### src/rtl/rv32i_multicycle_control.sv
// RV32I multi-cycle sequencer: FETCH/DECODE/EXE plus MEM/WB for loads and stores.
// Qualifies datapath strobes per state, with a bus-ready handshake and timeout abort.
module rv32i_multicycle_control #(
  parameter int BUS_WAIT_MAX = 15,
  parameter int WAIT_W       = 4
) (
  input  logic        clk,
  input  logic        reset,
  input  logic [31:0] instrCode,
  input  logic        busReady,
  output logic        pcEn,
  output logic        irEn,
  output logic        regFileWe,
  output logic [3:0]  aluControl,
  output logic        aluSrcMuxSel,
  output logic        busWe,
  output logic        busRe,
  output logic [2:0]  RFWDSrcMuxSel,
  output logic        branch,
  output logic        jal,
  output logic        jalr,
  output logic        illegalInstr,
  output logic        busErr
);

  localparam logic [6:0] OP_R  = 7'b0110011;
  localparam logic [6:0] OP_I  = 7'b0010011;
  localparam logic [6:0] OP_L  = 7'b0000011;
  localparam logic [6:0] OP_S  = 7'b0100011;
  localparam logic [6:0] OP_B  = 7'b1100011;
  localparam logic [6:0] OP_LU = 7'b0110111;
  localparam logic [6:0] OP_AU = 7'b0010111;
  localparam logic [6:0] OP_J  = 7'b1101111;
  localparam logic [6:0] OP_JL = 7'b1100111;

  typedef enum logic [3:0] {
    FETCH, DECODE,
    EXE_R, EXE_I, EXE_LU, EXE_AU, EXE_J, EXE_JL, EXE_B,
    S_EXE, S_MEM, L_EXE, L_MEM, L_WB
  } state_t;

  state_t state, next;
  logic [WAIT_W-1:0] waitCnt;
  logic [6:0] opcode;
  logic [2:0] funct3;
  logic inMem;
  logic timeout;

  assign opcode = instrCode[6:0];
  assign funct3 = instrCode[14:12];
  assign inMem  = (state == S_MEM) || (state == L_MEM);

  // busReady in the same cycle overrides the abort
  assign timeout = (BUS_WAIT_MAX != 0) && inMem && !busReady &&
                   (waitCnt == WAIT_W'(BUS_WAIT_MAX));

  always_ff @(posedge clk or posedge reset) begin
    if (reset) begin
      state   <= FETCH;
      waitCnt <= '0;
    end else begin
      state <= next;
      if (!inMem)
        waitCnt <= '0;
      else if (!busReady && !timeout)
        waitCnt <= waitCnt + 1'b1;
    end
  end

  always_comb begin
    next = state;
    unique case (state)
      FETCH: next = DECODE;
      DECODE: begin
        case (opcode)
          OP_R:    next = EXE_R;
          OP_I:    next = EXE_I;
          OP_LU:   next = EXE_LU;
          OP_AU:   next = EXE_AU;
          OP_J:    next = EXE_J;
          OP_JL:   next = EXE_JL;
          OP_B:    next = EXE_B;
          OP_S:    next = S_EXE;
          OP_L:    next = L_EXE;
          default: next = FETCH;
        endcase
      end
      EXE_R, EXE_I, EXE_LU, EXE_AU,
      EXE_J, EXE_JL, EXE_B: next = FETCH;
      S_EXE: next = S_MEM;
      S_MEM: if (busReady || timeout) next = FETCH;
      L_EXE: next = L_MEM;
      L_MEM: begin
        if (busReady)     next = L_WB;
        else if (timeout) next = FETCH;
      end
      L_WB: next = FETCH;
      default: next = FETCH;
    endcase
  end

  always_comb begin
    aluControl = 4'b0000;
    if (!reset) begin
      case (opcode)
        OP_R, OP_B: aluControl = {instrCode[30], funct3};
        OP_I: aluControl = ({instrCode[30], funct3} == 4'b1101) ?
                           4'b1101 : {1'b0, funct3};
        default: aluControl = 4'b0000;
      endcase
    end
  end

  always_comb begin
    pcEn          = 1'b0;
    irEn          = 1'b0;
    regFileWe     = 1'b0;
    aluSrcMuxSel  = 1'b0;
    busWe         = 1'b0;
    busRe         = 1'b0;
    RFWDSrcMuxSel = 3'b000;
    branch        = 1'b0;
    jal           = 1'b0;
    jalr          = 1'b0;
    illegalInstr  = 1'b0;
    busErr        = 1'b0;
    unique case (state)
      FETCH: irEn = 1'b1;
      DECODE: begin
        case (opcode)
          OP_R, OP_I, OP_L, OP_S, OP_B,
          OP_LU, OP_AU, OP_J, OP_JL: ;
          default: begin
            illegalInstr = 1'b1;
            pcEn         = 1'b1;
          end
        endcase
      end
      EXE_R: begin
        pcEn      = 1'b1;
        regFileWe = 1'b1;
      end
      EXE_I: begin
        pcEn         = 1'b1;
        regFileWe    = 1'b1;
        aluSrcMuxSel = 1'b1;
      end
      EXE_LU: begin
        pcEn          = 1'b1;
        regFileWe     = 1'b1;
        RFWDSrcMuxSel = 3'b010;
      end
      EXE_AU: begin
        pcEn          = 1'b1;
        regFileWe     = 1'b1;
        RFWDSrcMuxSel = 3'b011;
      end
      EXE_J: begin
        pcEn          = 1'b1;
        regFileWe     = 1'b1;
        RFWDSrcMuxSel = 3'b100;
        jal           = 1'b1;
      end
      EXE_JL: begin
        pcEn          = 1'b1;
        regFileWe     = 1'b1;
        RFWDSrcMuxSel = 3'b100;
        jal           = 1'b1;
        jalr          = 1'b1;
      end
      EXE_B: begin
        pcEn   = 1'b1;
        branch = 1'b1;
      end
      S_EXE, L_EXE: aluSrcMuxSel = 1'b1;
      S_MEM: begin
        aluSrcMuxSel = 1'b1;
        busWe        = 1'b1;
        pcEn         = busReady || timeout;
        busErr       = timeout;
      end
      L_MEM: begin
        aluSrcMuxSel = 1'b1;
        busRe        = 1'b1;
        pcEn         = timeout;
        busErr       = timeout;
      end
      L_WB: begin
        pcEn          = 1'b1;
        regFileWe     = 1'b1;
        RFWDSrcMuxSel = 3'b001;
      end
      default: ;
    endcase
  end

endmodule

### config.mk
export PLATFORM = sky130hd
export DESIGN_NAME = rv32i_multicycle_control
export DESIGN_NICKNAME = d
export VERILOG_FILES = /design/src/rtl/rv32i_multicycle_control.sv
export SDC_FILE = /design/constraint.sdc
export NUM_CORES = 1
export LEC_CHECK = 0
export CORE_MARGIN = 5
export CORE_UTILIZATION = 37
export DETAILED_ROUTE_END_ITERATION = 10
export GPL_TIMING_DRIVEN = 0
export PLACE_DENSITY = 0.95
export SETUP_SLACK_MARGIN = 0.02
export SYNTH_ARGS = -nofsm -noshare
export SYNTH_HDL_FRONTEND = slang
export SYNTH_SLANG_ARGS = --single-unit
export TNS_END_PERCENT = 5
### constraint.sdc
create_clock -name clk -period 3.3 [get_ports clk]
set_input_delay 0.66 -clock clk [delete_from_list [all_inputs] [get_ports clk]]
set_output_delay 0.66 -clock clk [all_outputs]
set_load 0.005 [all_outputs]
Word-level counts from Yosys, hierarchy flattened
Cells that the tools add are included.

Register bits: 8. Word-level logic and storage cells: 69.

$add $sub $neg: 1. Equality and inequality tests: 27. Mux-type cells: 23. Reductions and logical operators: 16.

Operators by type and width (number): $pmux 4 s9 (1); $eq 4x4->1 const B (8); $mux 4 (7); $pmux 4 s6 (1); $eq 7x6->1 const B (3); $eq 7x7->1 const B (3); $eq 4x3->1 const B (4); $eq 7x5->1 const B (2); $pmux 3 s4 (1); $mux 1 (11); $reduce_or 9->1 (1); $eq 4x2->1 const B (2); $pmux 4 s2 (1); $reduce_or 8->1 (1); $eq 7x2->1 const B (1); $reduce_or 7->1 (1); $reduce_or 2->1 (3); $reduce_or 5->1 (1); $add 4x1->4 const B (1); $eq 4x1->1 const B (1); $logic_not 4->1 (1); $ne 2x1->1 const B (2); $pmux 1 s4 (1); $logic_and 1x1->1 (3); 4 further kinds (6).

Depth between registers and ports, before layout
Depth after elaboration: 8. Depth in mapped cells: 5. Depth with buffers taken out: 5.

Worst setup path before layout
OpenSTA, ideal clock, no wires.

Path type: input port to output port. Start: input reset. End: output aluControl[0]. Data arrival time: 1495 ps. Data required time: 2640 ps. Slack: 1145 ps. Cell stages on the path: 3. Cell sequence: or4_1 -> a21oi_1 -> and2_1.

Word-level cells in the longest chain between the ends: 1.

RTL lines: from (decl) (RTL line 8) `input logic reset,`; $mux 4 (RTL line 104) `if (!reset) begin`; to (decl) (RTL line 14) `output logic [3:0] aluControl,`.

No other way between the ends.

Final worst setup path
Start: input instrCode[2]. End: output aluControl[2].

Word-level cells in the longest chain between the ends: 4.

RTL lines: from (decl) (RTL line 9) `input logic [31:0] instrCode,`; $eq 7x6->1 / $eq 7x7->1 (equally long branches) (RTL line 105) `case (opcode)`; $reduce_or 2->1 (RTL line 105); $pmux 4 s2 (*) (RTL line 105); $mux 4 (*) (RTL line 104).

Mark *: on every way between the ends. The rest lies on a longest branch, timed or not.

==> summary.md <==
| Metric | Value |
|---|---|
| Initial Util | `0.3871` |
| Status | `finished clean` |
| EDFF count, synth | `0` |
| Vias/cell | `~5.5` |
| Avg Cell Area, Syn | `8.080 um^2` |
| Fin. Hold Viols | `0` |
| WL/cell | `between 10 and 15 um` |
| Max VDD drop | `0.2092 mV` |
| 1st-pass router iterations | `4` |
| Skew final | `0.003658 ns` |
| Area grow syn2layout | `49.59%` |
| Hold Crit Class | `reg2reg` |
| DIE AREA | `3059 um^2` |
| CP required | `between 2 and 3 ns` |
| # Max-Cap Violations | `0` |
| CTS Root Cell | `clkbuf_4` |
| PortBufs | `31` |
| Async SR Flop Fraction | `1.000` |
| Maximum clock path buffer count | `2` |
| H-tree Lvls | `1` |
| Number of cell rows | `16` |
| Fin crit period | `approximately 3.2 ns` |
| Rel. slew slack | `0.7323` |
| Vias | `approximately 850` |
| Antenna-violating nets left | `0` |
| Share of layout cells above drive strength 1 | `0.1016` |
| Layout Cells excl Fill | `~160` |
| Synth top area cells | `dfrtp_1 26%, nor2_1 5.4%, and2_1 4.1%` |
| Final worst path period share | `0.9586` |
| Global placement routability congestion | `about 0.9` |
| Grt met2 use | `0.2534` |
| Reg clk slew, reported paths | `~0.05 ns` |
| Number of hold buffers added after cts | `0` |
| CTS tree | `yes` |
| Crit. End Element | `primary output` |
| CP startpoint kind | `input port` |
| Post-synthesis simple-gate area fraction | `0.3377` |
| Core footprint | `just under 2000 um^2` |
| Post-synthesis compound-gate area fraction | `0.2422` |
| Critical Path AT | `approximately 2.5 ns` |
| Placed cells | `152` |
| Worst-Margin Slew | `0.3914 ns` |
| Slew Limit Fails | `0` |
| Sequential share of the synthesized area | `0.2636` |
| Die height | `55.31 um` |
| Crit path kind | `in2out` |
| Fmax achieved | `between 300 and 400 MHz` |
| Number of global-route vias before repair | `about 800` |
| Gr usage total | `0.1437` |
| Hpwl dp | `1.843 mm` |
| Largest net degree at the start of global routing | `11` |
| Grt peak-use layer | `met2` |
| Largest area contributor in the netlist | `dfrtp_1` |
| Antenna violations before repair | `0` |
| Top-area cell type share of the netlist area | `0.2636` |
| RSZ-0062 raised after global routing | `no` |
| Post-Syn Area | `roughly 760 um^2` |
| Fin nets | `between 150 and 200` |
| CTS Buf Count | `3` |
| Setup TNS | `0 ns` |
| DRT Wirelength | `between 2 and 2.5 mm` |
| Detailed Route Iter0 Violations | `29` |
| Diode count | `0` |
| Power Density | `about 340 nW/um^2` |
| Largest family of logic cells by synthesized area | `simple AND/OR/NAND/NOR gates` |
| I/O Pins | `53` |
| Routing usage on met1 | `0.1667` |
| Setup Viol. Count Final | `0` |
| Remaining Overflow, GRT | `0` |
| Die Width | `between 50 and 60 um` |
| XOR/XNOR Fraction of Synth Area | `0.02306` |
| Synth Instances | `94` |
| Post-synthesis net count | `130` |
| Global-route wire length before repair | `roughly 3.7 mm` |
| Leakage power | `about 0.45 nW` |
| Post-synthesis adder-cell area fraction | `0.02965` |
| Number of synthesized register bits | `8` |
| Grt met3 use | `0.03497` |
| Post-synthesis mux area share | `0.02636` |
| Sink Count | `8` |
| Ys Warns | `0` |
| CP Max Fanout | `6` |
| Clock latency on the worst-skew pair | `around 0.24 ns` |
| Post-synth top flop | `dfrtp_1` |
| Fill cells | `~190` |
| DRC Markers | `0` |
| Count of cell types in the netlist | `between 40 and 50` |
==> per-layer routing <==
metal  vias to the layer above  part of all wire
met5                         -                 0
met4                         0             0.013
met3                         6             0.044
met2                        22              0.54
met1                       398              0.41
li1                        420                 -
==> state kept, by name, indices dropped and copies added (netlist names) <==
name     flops
waitCnt      4
state        4
==> where the power goes <==
group          internal (mW)  switching [mW]
clock network         0.0413          0.0287
registers              0.107         0.00999
logic                  0.110          0.0923
==> placed cells by master (no fill, tap or decap), types with 3 or more instances in the layout <==
master / n
dfrtp_1: 8
and2_1: 5
nand3_1: 3
nand2b_1: 5
nor3_1: 5
clkdlybuf4s50_1: 30
a21oi_1: 4
nor2_1: 11
inv_1: 4
nand2_1: 5
a32o_1: 3
clkbuf_4: 3
==> path summary, 6_finish.rpt <==
check | start | end | slack, ns | cells after the start
setup / recovery | instrCode[2] | aluControl[2] | 0.14 | 5
hold / removal | waitCnt[1]$_DFFE_PP0P_ | waitCnt[1]$_DFFE_PP0P_ | 0.58 | 2
setup reg to reg | waitCnt[0]$_DFFE_PP0P_ | state[1]$_DFFE_PP0P_ | 1.76 | 5
hold reg to reg | waitCnt[1]$_DFFE_PP0P_ | waitCnt[1]$_DFFE_PP0P_ | 0.58 | 2
max in group asynchronous | reset | waitCnt[3]$_DFFE_PP0P_ | 2.38 | 2
min in group asynchronous | reset | state[3]$_DFFE_PP0P_ | 0.69 | 2
==> through the flow <==
step           hold WS (ns)  utilization  power [mW]  setup WS (ns)  area, um^2
3_5_place_dp         0.5736       0.5625      0.3184        0.05372        1104
4_1_cts              0.5870       0.5740      0.3902        0.04510        1126
5_1_grt              0.6196       0.5791      0.4152        0.03775        1136
3_3_place_gp         0.5351       0.5625      0.3114         0.1037        1104
6_report             0.5766       0.5791      0.3889         0.1365        1136
2_1_floorplan        0.4757            -      0.2265          1.145       759.5
==> worst max-delay path: stages <==
cell and delay (ns):
clkdlybuf4s50_1 0.52, or4_4 0.54, a21oi_2 0.14, and2_1 0.15
clkdlybuf4s50_1 0.50
==> synth_stat cells, types with 2 or more instances <==
cell       n
a211o_1    2
a21o_1     2
a21oi_1    5
a32o_1     3
and2_1     5
buf_6      2
dfrtp_1    8
inv_1      4
mux2i_1    2
nand2_1    5
nand2b_1   5
nand3_1    3
nand4_1    2
nor2_1    11
nor2b_1    2
nor3_1     5
o21ai_0    2
==> what timing repair did <==
| item | in CTS | in global routing |
|---|---|---|
| setup endpoints to repair | 0 | 3 |
| gates resized for setup | 0 | 3 |
| setup buffers | 0 | 0 |
==> cell families after synthesis <==
| group | count (synthesis) |
|---|---|
| buffers and inverters | 9 |
| and+or+nand+nor | 47 |
| AOI/OAI and AO/OA | 24 |
| muxes | 2 |
| DFF | 8 |
| adders and majority gates | 2 |
| xor gates and xnor gates | 2 |
==> area by class of cell <==
| cell class | count | area (um^2) | share of cell area |
|---|---|---|---|
| Multi-Input combinational cell | 77 | 508.0 | 0.4471 |
| Timing Repair Buffer | 31 | 312.8 | 0.2753 |
| Sequential cell | 8 | 200.2 | 0.1762 |
| Buffer | 4 | 40.04 | 0.03524 |
| Tap cell | 27 | 33.78 | 0.02974 |
| Clock buffer | 3 | 22.52 | 0.01982 |
| Inverter | 5 | 18.77 | 0.01652 |
Note: power is estimated with default switching activity, not from simulation.
